**src/rtl/mark_pkg.sv**
```systemverilog
// Shared types and defaults for the animated X/O mark renderer.
// Ring support in mark_geom/mark_anim is compiled in with MARK_ANIM_RING_EN.
package mark_pkg;

    typedef enum logic [1:0] {
        MARK_IDLE    = 2'd0,
        MARK_STROKE1 = 2'd1,
        MARK_STROKE2 = 2'd2,
        MARK_DONE    = 2'd3
    } mark_state_e;

    typedef enum logic {
        MARK_CROSS = 1'b0,
        MARK_RING  = 1'b1
    } mark_mode_e;

    localparam int MARK_X_W = 10;
    localparam int MARK_Y_W = 9;

    function automatic int mark_ceil_div(input int a, input int b);
        return (a + b - 1) / b;
    endfunction

endpackage

```
**src/rtl/mark_geom.sv**
```systemverilog
// Combinational stroke hit test for one box-relative pixel offset.
// Ring (squared-distance) logic exists only when MARK_ANIM_RING_EN is defined.
module mark_geom
    import mark_pkg::*;
#(
    parameter int SIZE      = 103,
    parameter int THICKNESS = 7,
    parameter int X_W       = MARK_X_W,
    parameter int Y_W       = MARK_Y_W,
    parameter int LEN_W     = $clog2(SIZE + 1)
) (
    input  logic [X_W-1:0]   i_dx,
    input  logic [Y_W-1:0]   i_dy,
    input  logic [LEN_W-1:0] i_len1,
    input  logic [LEN_W-1:0] i_len2,
    input  mark_mode_e       i_mode,
    output logic             o_hit
);

    localparam int DW = ((X_W > Y_W) ? X_W : Y_W) + 2;

    logic        [DW-1:0] w_dx_u, w_dy_u, w_len1_u, w_len2_u;
    logic signed [DW-1:0] w_dx_s, w_dy_s, w_diag, w_anti, w_diag_abs, w_anti_abs;
    logic                 w_on_diag, w_on_anti, w_cross_hit;

    assign w_dx_u   = DW'(i_dx);
    assign w_dy_u   = DW'(i_dy);
    assign w_len1_u = DW'(i_len1);
    assign w_len2_u = DW'(i_len2);
    assign w_dx_s   = signed'(w_dx_u);
    assign w_dy_s   = signed'(w_dy_u);

    assign w_diag     = w_dx_s - w_dy_s;
    assign w_anti     = w_dx_s + w_dy_s - signed'(DW'(SIZE - 1));
    assign w_diag_abs = (w_diag < 0) ? -w_diag : w_diag;
    assign w_anti_abs = (w_anti < 0) ? -w_anti : w_anti;
    assign w_on_diag  = w_diag_abs < signed'(DW'(THICKNESS));
    assign w_on_anti  = w_anti_abs < signed'(DW'(THICKNESS));

    // Both strokes reveal left to right, so the gate is on dx for each.
    assign w_cross_hit = (w_on_diag && (w_dx_u < w_len1_u)) ||
                         (w_on_anti && (w_dx_u < w_len2_u));

`ifdef MARK_ANIM_RING_EN
    localparam int SW = 2 * X_W + 2;
    localparam int C  = (SIZE - 1) / 2;
    localparam logic [SW-1:0] R_IN  = SW'((C - THICKNESS) * (C - THICKNESS));
    localparam logic [SW-1:0] R_OUT = SW'(C * C);

    logic signed [DW-1:0] w_rx, w_ry, w_rx_abs, w_ry_abs;
    logic        [SW-1:0] w_ax, w_ay, w_d2;
    logic                 w_ring_hit;

    assign w_rx     = w_dx_s - signed'(DW'(C));
    assign w_ry     = w_dy_s - signed'(DW'(C));
    assign w_rx_abs = (w_rx < 0) ? -w_rx : w_rx;
    assign w_ry_abs = (w_ry < 0) ? -w_ry : w_ry;
    assign w_ax     = SW'(unsigned'(w_rx_abs));
    assign w_ay     = SW'(unsigned'(w_ry_abs));
    assign w_d2     = w_ax * w_ax + w_ay * w_ay;

    // Ring is wiped top-down by stroke 1's length.
    assign w_ring_hit = (w_d2 >= R_IN) && (w_d2 <= R_OUT) && (w_dy_u < w_len1_u);

    assign o_hit = (i_mode == MARK_RING) ? w_ring_hit : w_cross_hit;
`else
    assign o_hit = (i_mode == MARK_CROSS) && w_cross_hit;
`endif

endmodule

```
**src/rtl/mark_anim.sv**
```systemverilog
// Animated X/O mark: frame-stepped stroke reveal plus a 2-stage pixel hit pipeline.
// Ring mode is available only when MARK_ANIM_RING_EN is defined; otherwise always a cross.
module mark_anim
    import mark_pkg::*;
#(
    parameter int SIZE              = 103,
    parameter int THICKNESS         = 7,
    parameter int FRAMES_PER_STROKE = 16,
    parameter int X_W               = MARK_X_W,
    parameter int Y_W               = MARK_Y_W
) (
    input  logic           i_clk,
    input  logic           i_rst,
    input  logic           i_frame_tick,
    input  logic           i_start,
    input  logic           i_clear,
    input  logic           i_mode,
    input  logic [X_W-1:0] i_x,
    input  logic [Y_W-1:0] i_y,
    input  logic [X_W-1:0] i_scan_x,
    input  logic [Y_W-1:0] i_scan_y,
    output logic           o_draw,
    output logic           o_busy,
    output logic           o_done
);

    localparam int STEP  = mark_ceil_div(SIZE, FRAMES_PER_STROKE);
    localparam int LEN_W = $clog2(SIZE + 1);
    localparam logic [LEN_W-1:0] LEN_MAX  = LEN_W'(SIZE);
    localparam logic [LEN_W:0]   STEP_EXT = (LEN_W + 1)'(STEP);
    localparam logic [LEN_W:0]   MAX_EXT  = (LEN_W + 1)'(SIZE);

    mark_state_e      r_state, w_state_nx;
    mark_mode_e       r_mode, w_mode_nx, w_mode_in;
    logic [LEN_W-1:0] r_len1, r_len2, w_len1_nx, w_len2_nx, w_len1_adv, w_len2_adv;
    logic [LEN_W:0]   w_sum1, w_sum2;
    logic [X_W-1:0]   r_ox, w_ox_nx;
    logic [Y_W-1:0]   r_oy, w_oy_nx;

`ifdef MARK_ANIM_RING_EN
    assign w_mode_in = mark_mode_e'(i_mode);
`else
    logic w_unused_mode;
    assign w_unused_mode = i_mode;
    assign w_mode_in     = MARK_CROSS;
`endif

    assign w_sum1     = {1'b0, r_len1} + STEP_EXT;
    assign w_sum2     = {1'b0, r_len2} + STEP_EXT;
    assign w_len1_adv = (w_sum1 >= MAX_EXT) ? LEN_MAX : w_sum1[LEN_W-1:0];
    assign w_len2_adv = (w_sum2 >= MAX_EXT) ? LEN_MAX : w_sum2[LEN_W-1:0];

    // Priority: clear > start > frame_tick.
    always_comb begin
        w_state_nx = r_state;
        w_mode_nx  = r_mode;
        w_len1_nx  = r_len1;
        w_len2_nx  = r_len2;
        w_ox_nx    = r_ox;
        w_oy_nx    = r_oy;
        if (i_clear) begin
            w_state_nx = MARK_IDLE;
            w_len1_nx  = '0;
            w_len2_nx  = '0;
        end else if (i_start) begin
            w_state_nx = MARK_STROKE1;
            w_len1_nx  = '0;
            w_len2_nx  = '0;
            w_ox_nx    = i_x;
            w_oy_nx    = i_y;
            w_mode_nx  = w_mode_in;
        end else if (i_frame_tick) begin
            case (r_state)
                MARK_STROKE1: begin
                    w_len1_nx = w_len1_adv;
                    if (w_len1_adv == LEN_MAX)
                        w_state_nx = (r_mode == MARK_RING) ? MARK_DONE : MARK_STROKE2;
                end
                MARK_STROKE2: begin
                    w_len2_nx = w_len2_adv;
                    if (w_len2_adv == LEN_MAX)
                        w_state_nx = MARK_DONE;
                end
                default: ;
            endcase
        end
    end

    always_ff @(posedge i_clk) begin
        if (i_rst) begin
            r_state <= MARK_IDLE;
            r_mode  <= MARK_CROSS;
            r_len1  <= '0;
            r_len2  <= '0;
            r_ox    <= '0;
            r_oy    <= '0;
        end else begin
            r_state <= w_state_nx;
            r_mode  <= w_mode_nx;
            r_len1  <= w_len1_nx;
            r_len2  <= w_len2_nx;
            r_ox    <= w_ox_nx;
            r_oy    <= w_oy_nx;
        end
    end

    assign o_busy = (r_state == MARK_STROKE1) || (r_state == MARK_STROKE2);
    assign o_done = (r_state == MARK_DONE);

    // Stage 1: offsets wrap, so pixels left of / above the origin fail the box test.
    logic [X_W-1:0]   w_dx, r_s1_dx;
    logic [Y_W-1:0]   w_dy, r_s1_dy;
    logic             w_inbox, r_s1_inbox;
    mark_state_e      r_s1_state;
    mark_mode_e       r_s1_mode;
    logic [LEN_W-1:0] r_s1_len1, r_s1_len2;
    logic             w_hit, r_draw;

    assign w_dx    = i_scan_x - r_ox;
    assign w_dy    = i_scan_y - r_oy;
    assign w_inbox = (32'(w_dx) < 32'(SIZE)) && (32'(w_dy) < 32'(SIZE));

    always_ff @(posedge i_clk) begin
        if (i_rst) begin
            r_s1_dx    <= '0;
            r_s1_dy    <= '0;
            r_s1_inbox <= 1'b0;
            r_s1_state <= MARK_IDLE;
            r_s1_mode  <= MARK_CROSS;
            r_s1_len1  <= '0;
            r_s1_len2  <= '0;
            r_draw     <= 1'b0;
        end else begin
            r_s1_dx    <= w_dx;
            r_s1_dy    <= w_dy;
            r_s1_inbox <= w_inbox;
            r_s1_state <= r_state;
            r_s1_mode  <= r_mode;
            r_s1_len1  <= r_len1;
            r_s1_len2  <= r_len2;
            r_draw     <= r_s1_inbox && (r_s1_state != MARK_IDLE) && w_hit;
        end
    end

    mark_geom #(
        .SIZE      (SIZE),
        .THICKNESS (THICKNESS),
        .X_W       (X_W),
        .Y_W       (Y_W),
        .LEN_W     (LEN_W)
    ) u_geom (
        .i_dx   (r_s1_dx),
        .i_dy   (r_s1_dy),
        .i_len1 (r_s1_len1),
        .i_len2 (r_s1_len2),
        .i_mode (r_s1_mode),
        .o_hit  (w_hit)
    );

    assign o_draw = r_draw;

endmodule
```
**config.mk**
```make
export PLATFORM = sky130hd
export DESIGN_NAME = mark_anim
export DESIGN_NICKNAME = d
export VERILOG_FILES = /design/src/rtl/mark_pkg.sv /design/src/rtl/mark_geom.sv /design/src/rtl/mark_anim.sv
export SDC_FILE = /design/constraint.sdc
export NUM_CORES = 1
export LEC_CHECK = 0
export CORE_AREA = 2 2 110 112
export DETAILED_ROUTE_END_ITERATION = 6
export DIE_AREA = 0 0 112 114
export GPL_ROUTABILITY_DRIVEN = 0
export GPL_TIMING_DRIVEN = 0
export HOLD_SLACK_MARGIN = 0.05
export PLACE_DENSITY = 0.69
export SYNTH_ARGS = -nofsm -noshare
export SYNTH_HDL_FRONTEND = slang
export SYNTH_SLANG_ARGS = --single-unit
```
**constraint.sdc**
```tcl
create_clock -name i_clk -period 6.2 [get_ports i_clk]
set_input_delay 1.55 -clock i_clk [delete_from_list [all_inputs] [get_ports i_clk]]
set_output_delay 1.55 -clock i_clk [all_outputs]
set_load 0.05 [all_outputs]
```
# Word level (Yosys, flattened, before mapping)
# Index checks and enable logic that the tools add are counted.
# Widths: inputs -> output; s select.
totals:
  inputBits: 44
  word_cells: 69
  ff_bits: 72
op_classes:
  n_eq_ne: 9
  order_cmp: 10
  muxes: 9
  reduce_logical: 18
  n_bitwise: 1
  add_sub_neg: 9
op_table:
  columns: ["operator", "n"]
  rows:
  - ["$lt 12x4->1 const B", 2]
  - ["$mux 12", 2]
  - ["$lt 10x7->1", 2]
  - ["$add 7x3->8 const B", 2]
  - ["$ge 8x7->1 const B", 2]
  - ["$eq 7x7->1 const B", 2]
  - ["$mux 7", 2]
  - ["$lt 12x1->1 const B", 1]
  - ["$neg 11->12", 1]
  - ["$neg 12->12", 1]
  - ["$sub 11x7->12 const B", 1]
  - ["$add 10x9->11", 1]
  - ["$lt 11x1->1 const B", 1]
  - ["$sub 10x9->11", 1]
  - ["$lt 10x7->1 const B", 1]
  - ["$sub 10x10->10", 1]
  - ["$lt 9x7->1 const B", 1]
  - ["$sub 9x9->9", 1]
  - ["$reduce_and 4->1", 2]
  - ["$ne 3x3->1 const B", 2]
  - ["$reduce_and 2->1", 3]
  - ["$reduce_bool 2->1", 3]
  - ["$logic_and 1x1->1", 5]
  - ["$eq 2x2->1 const B", 2]
  - ["10 further kinds", 14]

# Logic depth before layout (Yosys ltp)
# Gate-level depths: netlist of run 1.
logic_depth:
  ltp_word: 8
  depth_mapped: 15
  depth_no_buf: 15

# Cells and area by module
# Synthesis of run 1 repeated with hierarchy kept, for this count alone.
hier_totals:
  hier_cells: 653
  hier_area_um2: 5278.8
by_module_without_submodules:
  columns: ["module", "area_each_um2", "cells_per_inst", "n_inst"]
  rows:
  - ["mark_anim", 3503.4, 408, 1]
  - ["mark_geom", 1775.5, 245, 1]

# Least setup slack after synthesis of run 1
# Ideal clock, no wire load.
synth_timing:
  path_type: "input port to flip-flop"
  start: "input i_scan_y[0]"
  end: "register r_s1_inbox"
  setup_ns: 0.092
  path_stages: 13
  arrival_time_ns: 3.420
  t_required_ns: 6.108
  setup_slack_ns: 2.688
  cell_sequence: "inv_1 -> ha_1 -> inv_1 -> fa_1 -> a21o_1 -> a21oi_1 -> nor2b_1 -> o21ai_0 -> inv_1 -> o21ai_0 -> a21oi_1 -> xnor2_1 -> nor4_1"
synth_between:
  elab_chain_cells: 3
synth_rtl:
  columns: ["element", "line", "text"]
  rows:
  - ["start: declaration", "mark_anim.sv:21", "input logic [Y_W-1:0] i_scan_y,"]
  - ["$sub 9x9->9", "mark_anim.sv:120", "assign w_dy = i_scan_y - r_oy;"]
  - ["$lt 9x7->1", "mark_anim.sv:121", "assign w_inbox = (32'(w_dx) < 32'(SIZE)) && (32'(w_dy) < 32'(SIZE));"]
  - ["$logic_and 1x1->1", "mark_anim.sv:121", null]
  - ["end signal: assignment", "mark_anim.sv:136", "r_s1_inbox <= w_inbox;"]
  - ["end: declaration", "mark_anim.sv:113", "logic w_inbox, r_s1_inbox;"]
# No other way between the ends.
# A chain may end at the register's enable or synchronous reset.

# Worst setup path in the final report of run 1
# Same ends and word-level chain as after synthesis.

==> results of run 1 <==
sequential cells by signal (all words and copies together) (netlist names), 2 cells and up:
| signal | flops |
|---|---|
| r_state | 2 |
| r_len2 | 7 |
| r_len1 | 7 |
| r_s1_dy | 9 |
| r_s1_len2 | 7 |
| r_oy | 9 |
| r_s1_state | 2 |
| r_ox | 10 |
| r_s1_len1 | 7 |
| r_s1_dx | 10 |
cell families (layout without fill, tap and decap cells):
family          after synthesis  count (layout)  share of synthesized area [%]
compound gates              167             167                          21.50
mux                           7               7                          1.311
fa+ha+maj                    68              68                          15.64
simple gates                257             257                          22.86
buf+inv                     109             169                          7.596
xor+xnor                     32              32                          5.509
flops                        72              72                          25.59
cell usage in the layout, fill, tap and decap left out, types with 17 or more instances in the layout:
cell,n
nor2b_1,18
dfxtp_1,72
ha_1,64
inv_1,84
a21oi_1,52
nand3_1,17
o21ai_0,24
clkdlybuf4s50_1,44
nor2_1,55
nand2_1,78
clkbuf_1,17
xnor2_1,23
metrics by stage:
stage / instances / hold slack [ns] / instance area [µm²]
after floorplan: 712 / 0.4363 / 5633
after global placement: 903 / 0.4441 / 6257
after detailed placement: 903 / 0.4470 / 6257
after CTS: 919 / 0.4547 / 6564
after global routing: 919 / 0.4720 / 6564
final: 919 / 0.4528 / 6564
final timing paths:
path	from	to	slack (ns)	cells past startpoint
min	r_ox[3]	r_ox[3]	0.45	2
min reg2reg	r_ox[3]	r_ox[3]	0.45	2
max reg2reg	r_s1_dx[1]	o_draw	2.56	15
max	i_scan_y[0]	r_s1_inbox	2.33	14
critical path: cells and delay by family:
family	cells	cell delay, ns
AOI/OAI and AO/OA	5	0.93
buffers and inverters	4	0.59
adders and majority gates	2	0.55
and+or+nand+nor	2	0.34
xor gates and xnor gates	1	0.16
metal layers:
metal | up-vias | share of wire [%] | GRT usage [%]
li1 | 2565 | - | -
met1 | 2262 | 47 | 26.28
met2 | 109 | 48 | 33.41
met3 | 17 | 3.9 | 3.294
met4 | 0 | 1.5 | 6.260
met5 | - | 0 | 0
power breakdown:
part,switching (W),total (W),internal (W)
registers,0.0000173,0.000501,0.000484
clock network,0.000203,0.000527,0.000324
logic,0.000419,0.000733,0.000314
total,0.000639,0.00176,0.00112
layout make-up:
class / count / area share [%]
Tap cell: 147 / 2.802
Buffer: 24 / 1.658
Multi-Input combinational cell: 531 / 57.34
Clock inverter: 6 / 1.029
Timing Repair Buffer: 44 / 6.710
Sequential cell: 72 / 21.96
Clock buffer: 10 / 3.641
Inverter: 85 / 4.861
==> flow_summary_export.csv, run 1 <==
group,metric,value,unit
drt,drtIter0Drc,260,
pwr,p_leak,2.593,nW
timing,worst_slew_pin_slew,0.7863,ns
setup_path,path_cells,"clkdlybuf4s50_1 -> inv_1 -> ha_1 -> inv_1 -> fa_1 -> a21o_1 -> a21oi_1 -> nor2b_1 -> o21ai_0 -> inv_1 -> o21ai_0 -> a21oi_1 -> xnor2_1 -> nor4_1",
setup_path,required,6.43,ns
synth,ys.flop_type,"dfxtp_1",
drt,viasPerCell,5.390,
clocking,cts_buffers,9,
clocking,cts_root_buffer,"clkbuf_16",
status,status,"finished, final reports clean",
run,cap_violations,0,
cells_and_area,antenna_cells,0,
clocking,postCtsSetupRepairBufs,0,
timing,setup_viol,0,
synth,synth_top_cell_by_area,"dfxtp_1",
drt,ant_nets,0,
synth,synth_cell_types,83,
setup_path,slowest_stage,"fa_1",
placement,dpl.hpwl,9.836,mm
pwr,fin_total_pwr,0.001761,W
synth,yosysMostFrequentCell,"inv_1",
setup_path,critPathMaxStageDelay,0.41,ns
synth,syn_nets,824,
hold_path,hp-class,"reg2reg",
synth,ys_top_cells_by_area,"dfxtp_1 26%, ha_1 14%, inv_1 5.6%",
setup_path,crit_path_start_kind,"primary input",
timing,tns,0,ns
pwr,peakVddDrop,185.4,µV
floorplan,placementRows,40,
clocking,cts_resized,0,
pwr,powerDensity,268.3,nW/µm²
timing,setup_ws,2.327,ns
timing,drv_slew,0,
floorplan,core_area,11710,µm²
cells_and_area,utilization,56.05,%
synth,yosysTopAreaCellShare,25.59,%
grt,grt_usage,19.87,%
clocking,clk_pin_slew,0.06,ns
clocking,hold_buffers,0,
setup_path,critPathKind,"in2reg",
grt,grt_pass1_vias,4683,
timing,grt_setup_unrepaired,"false",
setup_path,cp.arrival,4.11,ns
timing,hold_viol,0,
timing,relSlewSlack,47.18,%
floorplan,die_w,112,µm
synth,syn_area_per_cell,7.911,µm²
floorplan,num_io_pins,47,
drt,drc,0,
grt,gr-total-overflow,0,
timing,period_share,62.47,%
cells_and_area,seqCellArea,1441,µm²
drt,firstDrtPassIters,7,
grt,antenna_found_initial,0,
synth,syn_inst,712,
grt,grt_start_max_net_pins,14,
clocking,clock_latency,0.34,ns
floorplan,die_y,114,µm
timing,fmax,258.2,MHz
drt,via_count,4953,
clocking,cts.sinks,72,
synth,synth_edf_count,0,
synth,synthesis.area,5633,µm²
clocking,cts_tree,"yes",
cells_and_area,drive_gt1_share,6.347,%
floorplan,initial_utilization,48.10,%
cells_and_area,nFillCells,1093,
synth,synth_common_cells,"84 x inv_1, 78 x nand2_1, 72 x dfxtp_1",
cells_and_area,nets,879,
floorplan,die_area,12770,µm²
timing,skew,0.007008,ns
placement,port_buffers,44,
synth,ys_seq_area_share,25.59,%
drt,routedWlPerCell,13.63,µm
setup_path,cp_max_fo,3,
synth,ys_ff_latch,72,
synth,yosysWarnings,0,
placement,pre_cts_ws,1.971,ns
setup_path,endpoint_kind,"register",
synth,async_reset_ff_share,0,%
cells_and_area,area.growth.synth_to_final,16.53,%
clocking,clk_path_buf_depth,2,
cells_and_area,multiInputGateArea,3764,µm²
drt,drt_wl_total,12.53,mm
clocking,htreeDepth,3,
setup_path,crit_top_cell,"inv_1",
grt,grt_pass1_wl,21.01,mm
timing,timing.final.crit_period,3.873,ns
Power figures use the tool's default switching activity.
==> run 2: changes to the inputs <==
clock period = 3.7 ns   (was 6.2 ns; I/O delays follow)
==> flow_summary_export.csv, run 2 (synthesis gave the netlist of run 1 again) <==
group,metric,value,unit
cells_and_area,nFillCells,1093,
drt,via_count,4966,
pwr,peakVddDrop,311.5,µV
setup_path,critPathMaxStageDelay,0.41,ns
setup_path,crit_path_start_kind,"register",
grt,grt_pass1_wl,21.01,mm
cells_and_area,final_common_cell,"inv_1",
timing,drv_slew,0,
grt,gr-total-overflow,0,
status,status,"finished, final reports clean",
drt,firstDrtPassIters,5,
cells_and_area,reg_top3,"r_ox (10), r_s1_dx (10)",
clocking,cts_buffers,9,
cells_and_area,final_cell_mix,"84 x inv_1, 78 x nand2_1, 71 x dfxtp_1, 64 x ha_1, 55 x nor2_1",
drt,routedWlPerCell,13.65,µm
timing,relSlewSlack,47.31,%
timing,hold_viol,0,
grt,grt_use_met2,33.41,%
placement,dp_cells,903,
drt,viasPerCell,5.404,
clocking,cts_root_buffer,"clkbuf_16",
placement,dpl.hpwl,9.836,mm
grt,met3_usage,3.294,%
setup_path,cp_max_fo,9,
grt,grt_usage,19.87,%
setup_path,required,3.98,ns
drt,drtIter0Drc,260,
timing,tns,0,ns
hold_path,hp-class,"reg2reg",
setup_path,cp.arrival,3.79,ns
cells_and_area,utilization,56.23,%
clocking,clock_latency,0.34,ns
drt,drt_wl_total,12.54,mm
cells_and_area,nets,879,
grt,busiest_layer,"met2",
placement,port_buffers,44,
timing,setup_viol,0,
clocking,clk_pin_slew,0.06,ns
timing,worst_slew_pin_slew,0.7843,ns
cells_and_area,area.growth.synth_to_final,16.90,%
cells_and_area,drive_gt1_share,6.736,%
setup_path,slowest_stage,"dfxtp_2",
pwr,p_leak,2.601,nW
timing,skew,0.005980,ns
cells_and_area,final_cells,919,
pwr,powerDensity,449.5,nW/µm²
grt,use_met1,26.28,%
setup_path,path_cells,"inv_1 -> ha_1 -> inv_1 -> ha_1 -> fa_1 -> buf_2 -> nand2b_1 -> a41oi_4 -> a221o_1 -> nor2_4 -> nand2_1 -> a2111oi_4 -> o211ai_2 -> a221oi_2 -> a221o_1",
clocking,htreeDepth,3,
clocking,cts_resized,0,
timing,period_share,94.81,%
clocking,cts_tree,"yes",
grt,grt_start_max_net_pins,14,
drt,drc,0,
floorplan,num_io_pins,47,
clocking,cts.sinks,72,
floorplan,die_w,112,µm
floorplan,core_area,11710,µm²
drt,ant_nets,0,
floorplan,initial_utilization,48.10,%
run,cap_violations,0,
grt,grt_pass1_vias,4683,
clocking,postCtsSetupRepairBufs,0,
clocking,hold_buffers,0,
timing,timing.final.crit_period,3.508,ns
clocking,clk_path_buf_depth,2,
cells_and_area,antenna_cells,0,
timing,fmax,285.1,MHz
setup_path,critPathKind,"reg2reg",
grt,antenna_found_initial,0,
setup_path,endpoint_kind,"register",
floorplan,placementRows,40,
floorplan,die_area,12770,µm²
floorplan,die_y,114,µm
run 2: cell counts in the layout (fill, tap and decap cells not counted):
No cell type changed its count.
run 2: worst paths after layout:
check | startpoint | end | slack, ns | cells after the start
max | r_s1_dx[1] | o_draw | 0.19 | 15
min | r_ox[3] | r_ox[3] | 0.45 | 2
max reg2reg | r_s1_dx[1] | o_draw | 0.19 | 15
min reg2reg | r_ox[3] | r_ox[3] | 0.45 | 2
run 2: stage by stage:
step / instance area, µm² / total power (W) / hold slack (ns) / setup slack [ns]
2_1_floorplan: 5633 / 0.001806 / 0.4363 / 0.4334
3_3_place_gp: 6257 / 0.002024 / 0.4441 / 0.1636
3_5_place_dp: 6257 / 0.002067 / 0.4470 / 0.09632
4_1_cts: 6564 / 0.002953 / 0.4547 / 0.07695
5_1_grt: 6585 / 0.003146 / 0.4720 / -0.002863
6_report: 6585 / 0.002960 / 0.4528 / 0.1920
run 2: power by group:
part           switching (W)  leakage, nW  total, W  internal (W)
Combinational       0.000707         1.87   0.00124      0.000532
Sequential         0.0000290        0.588  0.000840      0.000811
Clock               0.000338        0.145  0.000880      0.000542
Total                0.00107         2.60   0.00296       0.00189
run 2: per-layer routing:
metal / vias to the layer above / routed length, µm
li1: 2566 / -
met1: 2266 / 5859
met2: 118 / 5972
met3: 16 / 506
met4: 0 / 203
met5: - / 0
run 2: final cells by class:
type / instances / area (µm²) / share of cell area [%]
Tap cell: 147 / 183.9 / 2.793
Buffer: 24 / 108.9 / 1.653
Timing Repair Buffer: 44 / 440.4 / 6.688
Multi-Input combinational cell: 531 / 3784 / 57.46
Clock buffer: 10 / 239.0 / 3.629
Clock inverter: 6 / 67.56 / 1.026
Inverter: 85 / 319.1 / 4.845
Sequential cell: 72 / 1443 / 21.91
run 2: worst max-delay path: cells and delay by family (launching register included):
family          cells  cell delay (ns)
compound gates      6             1.46
fa+ha+maj           3             0.86
simple gates        3             0.42
flops               1             0.41
buf+inv             3             0.29
==> run 3: changes to the inputs <==
PLACE_DENSITY = 0.72   (was 0.69)
SLEW_MARGIN = 20   (was default)
clock period = 3.2 ns   (was 3.7 ns; I/O delays follow)
==> flow_summary_export.csv, run 3 (synthesis gave the netlist of run 1 again) <==
group,metric,value,unit
status,status,"finished, violations left",
status,violations,"negative setup slack",
clocking,htreeDepth,3,
cells_and_area,final_common_cell,"inv_1",
pwr,p_sw,0.001299,W
clocking,cts.sinks,72,
clocking,hold_buffers,0,
run,cap_violations,0,
grt,gr-total-overflow,0,
drt,ant_nets,0,
pwr,powerDensity,535.6,nW/µm²
floorplan,num_io_pins,47,
timing,relSlewSlack,44.98,%
grt,grt_usage,20.38,%
placement,dpl.hpwl,10.03,mm
drt,drtIter0Drc,266,
setup_path,critPathKind,"reg2reg",
timing,drv_slew,0,
floorplan,die_area,12770,µm²
pwr,fin_total_pwr,0.003703,W
timing,worst_slew_pin_slew,0.8167,ns
pwr,p_leak,2.743,nW
clocking,clk_path_buf_depth,2,
grt,grt_pass1_wl,21.65,mm
clocking,cts_root_buffer,"clkbuf_16",
cells_and_area,final_cell_mix,"81 x inv_1, 77 x nand2_1, 67 x dfxtp_1, 57 x ha_1, 55 x nor2_1",
floorplan,die_w,112,µm
setup_path,cp.arrival,3.48,ns
timing,fmax,312.4,MHz
setup_path,endpoint_kind,"register",
timing,setup_viol,1,
pwr,peakVddDrop,338.9,µV
clocking,clock_latency,0.33,ns
hold_path,hp-class,"reg2reg",
clocking,cts_buffers,9,
cells_and_area,drive_gt1_share,12.14,%
pwr,power_frac_seq,26.3,%
drt,firstDrtPassIters,5,
setup_path,cp_max_fo,4,
drt,drt_wl_total,13.21,mm
timing,grt_setup_unrepaired,"true",
pwr,internal_power,0.002405,W
floorplan,die_y,114,µm
cells_and_area,nets,898,
cells_and_area,area.growth.synth_to_final,22.75,%
cells_and_area,nFillCells,1065,
setup_path,required,3.48,ns
floorplan,placementRows,40,
cells_and_area,reg_top3,"r_ox (10), r_s1_dx (10)",
timing,period_share,100.0,%
pwr,switching_share,35.07,%
timing,timing.final.crit_period,3.201,ns
floorplan,initial_utilization,48.10,%
timing,setup_ws,-0.001318,ns
floorplan,core_area,11710,µm²
pwr,comb_power_share,44.7,%
placement,port_buffers,44,
drt,routedWlPerCell,14.09,µm
grt,grt_pass1_vias,4879,
grt,grt_start_max_net_pins,13,
timing,tns,-0.001318,ns
timing,skew,0.006361,ns
drt,viasPerCell,5.409,
placement,pre_cts_ws,-0.3240,ns
pwr,p_clk_share,29.0,%
cells_and_area,final_cells,938,
clocking,clk_pin_slew,0.06,ns
drt,via_count,5074,
timing,hold_viol,0,
drt,drc,0,
placement,dp_cells,903,
clocking,cts_tree,"yes",
setup_path,crit_path_start_kind,"register",
grt,antenna_found_initial,0,
cells_and_area,antenna_cells,0,
run 3: cell types whose count changed in the layout (fill, tap and decap cells not counted), moves of 4 or more:
cell,delta
dfxtp_1,-4
ha_1,-7
buf_4,+18
ha_4,+4
run 3: cell type report:
type / count / area, µm² / area share (%)
plain buffers: 23 / 107.6 / 1.556
clock buffers: 11 / 242.7 / 3.511
clock inverters: 5 / 80.08 / 1.158
inverters: 85 / 319.1 / 4.615
multi-input cells: 531 / 3936 / 56.93
flip-flops and latches: 72 / 1450 / 20.97
well taps: 147 / 183.9 / 2.660
repair buffers: 64 / 594.3 / 8.596
run 3: critical path, cell delays in order, from the launching register on:
cell      delay (ns)
dfxtp_1         0.33
inv_1           0.08
ha_1            0.17
inv_1           0.06
fa_1            0.42
a21oi_1         0.26
nor4_2          0.08
nor2_1          0.25
o211ai_2        0.17
buf_4           0.18
o32a_1          0.34
nor4_1          0.36
o2111a_1        0.30
a221o_1         0.14
run 3: power by group through the flow:
stage	registers [W]	logic (W)	clock network [W]
2_1_floorplan	0.000979	0.00111	0
5_1_grt	0.000978	0.00181	0.00112
6_report	0.000974	0.00166	0.00107
3_5_place_dp	0.000992	0.00140	0
3_3_place_gp	0.000990	0.00134	0
4_1_cts	0.000974	0.00152	0.00108
run 3: per-layer routing:
layer	GRT usage [%]	vias to the layer above	wire, µm
li1	-	2607	-
met1	25.28	2310	5848
met2	35.76	128	6491
met3	2.710	29	556
met4	8.618	0	318
met5	0	-	0
run 3: repair_timing:
item | in CTS | in global routing
pin swaps | 13 | 14
setup buffers | 9 | 12
gates resized for setup | 21 | 22
setup endpoints to repair | 1 | 3
run 3: metrics by stage:
step	hold slack, ns	cell area (µm²)	util (%)
floorplan	0.4363	5634	-
global placement	0.4443	6259	53.44
detailed placement	0.4470	6259	53.44
CTS	0.4545	6743	57.57
global route	0.4658	6914	59.04
finish	0.4558	6914	59.04
run 3: path summary, 6_finish.rpt:
| kind | start | end | slack, ns | cells after the start |
|---|---|---|---|---|
| worst max register to register | r_s1_dx[0] | o_draw | -0.001 | 13 |
| worst max-delay path | r_s1_dx[0] | o_draw | -0.001 | 13 |
| worst min register to register | r_ox[3] | r_ox[3] | 0.46 | 2 |
| worst min-delay path | r_ox[3] | r_ox[3] | 0.46 | 2 |
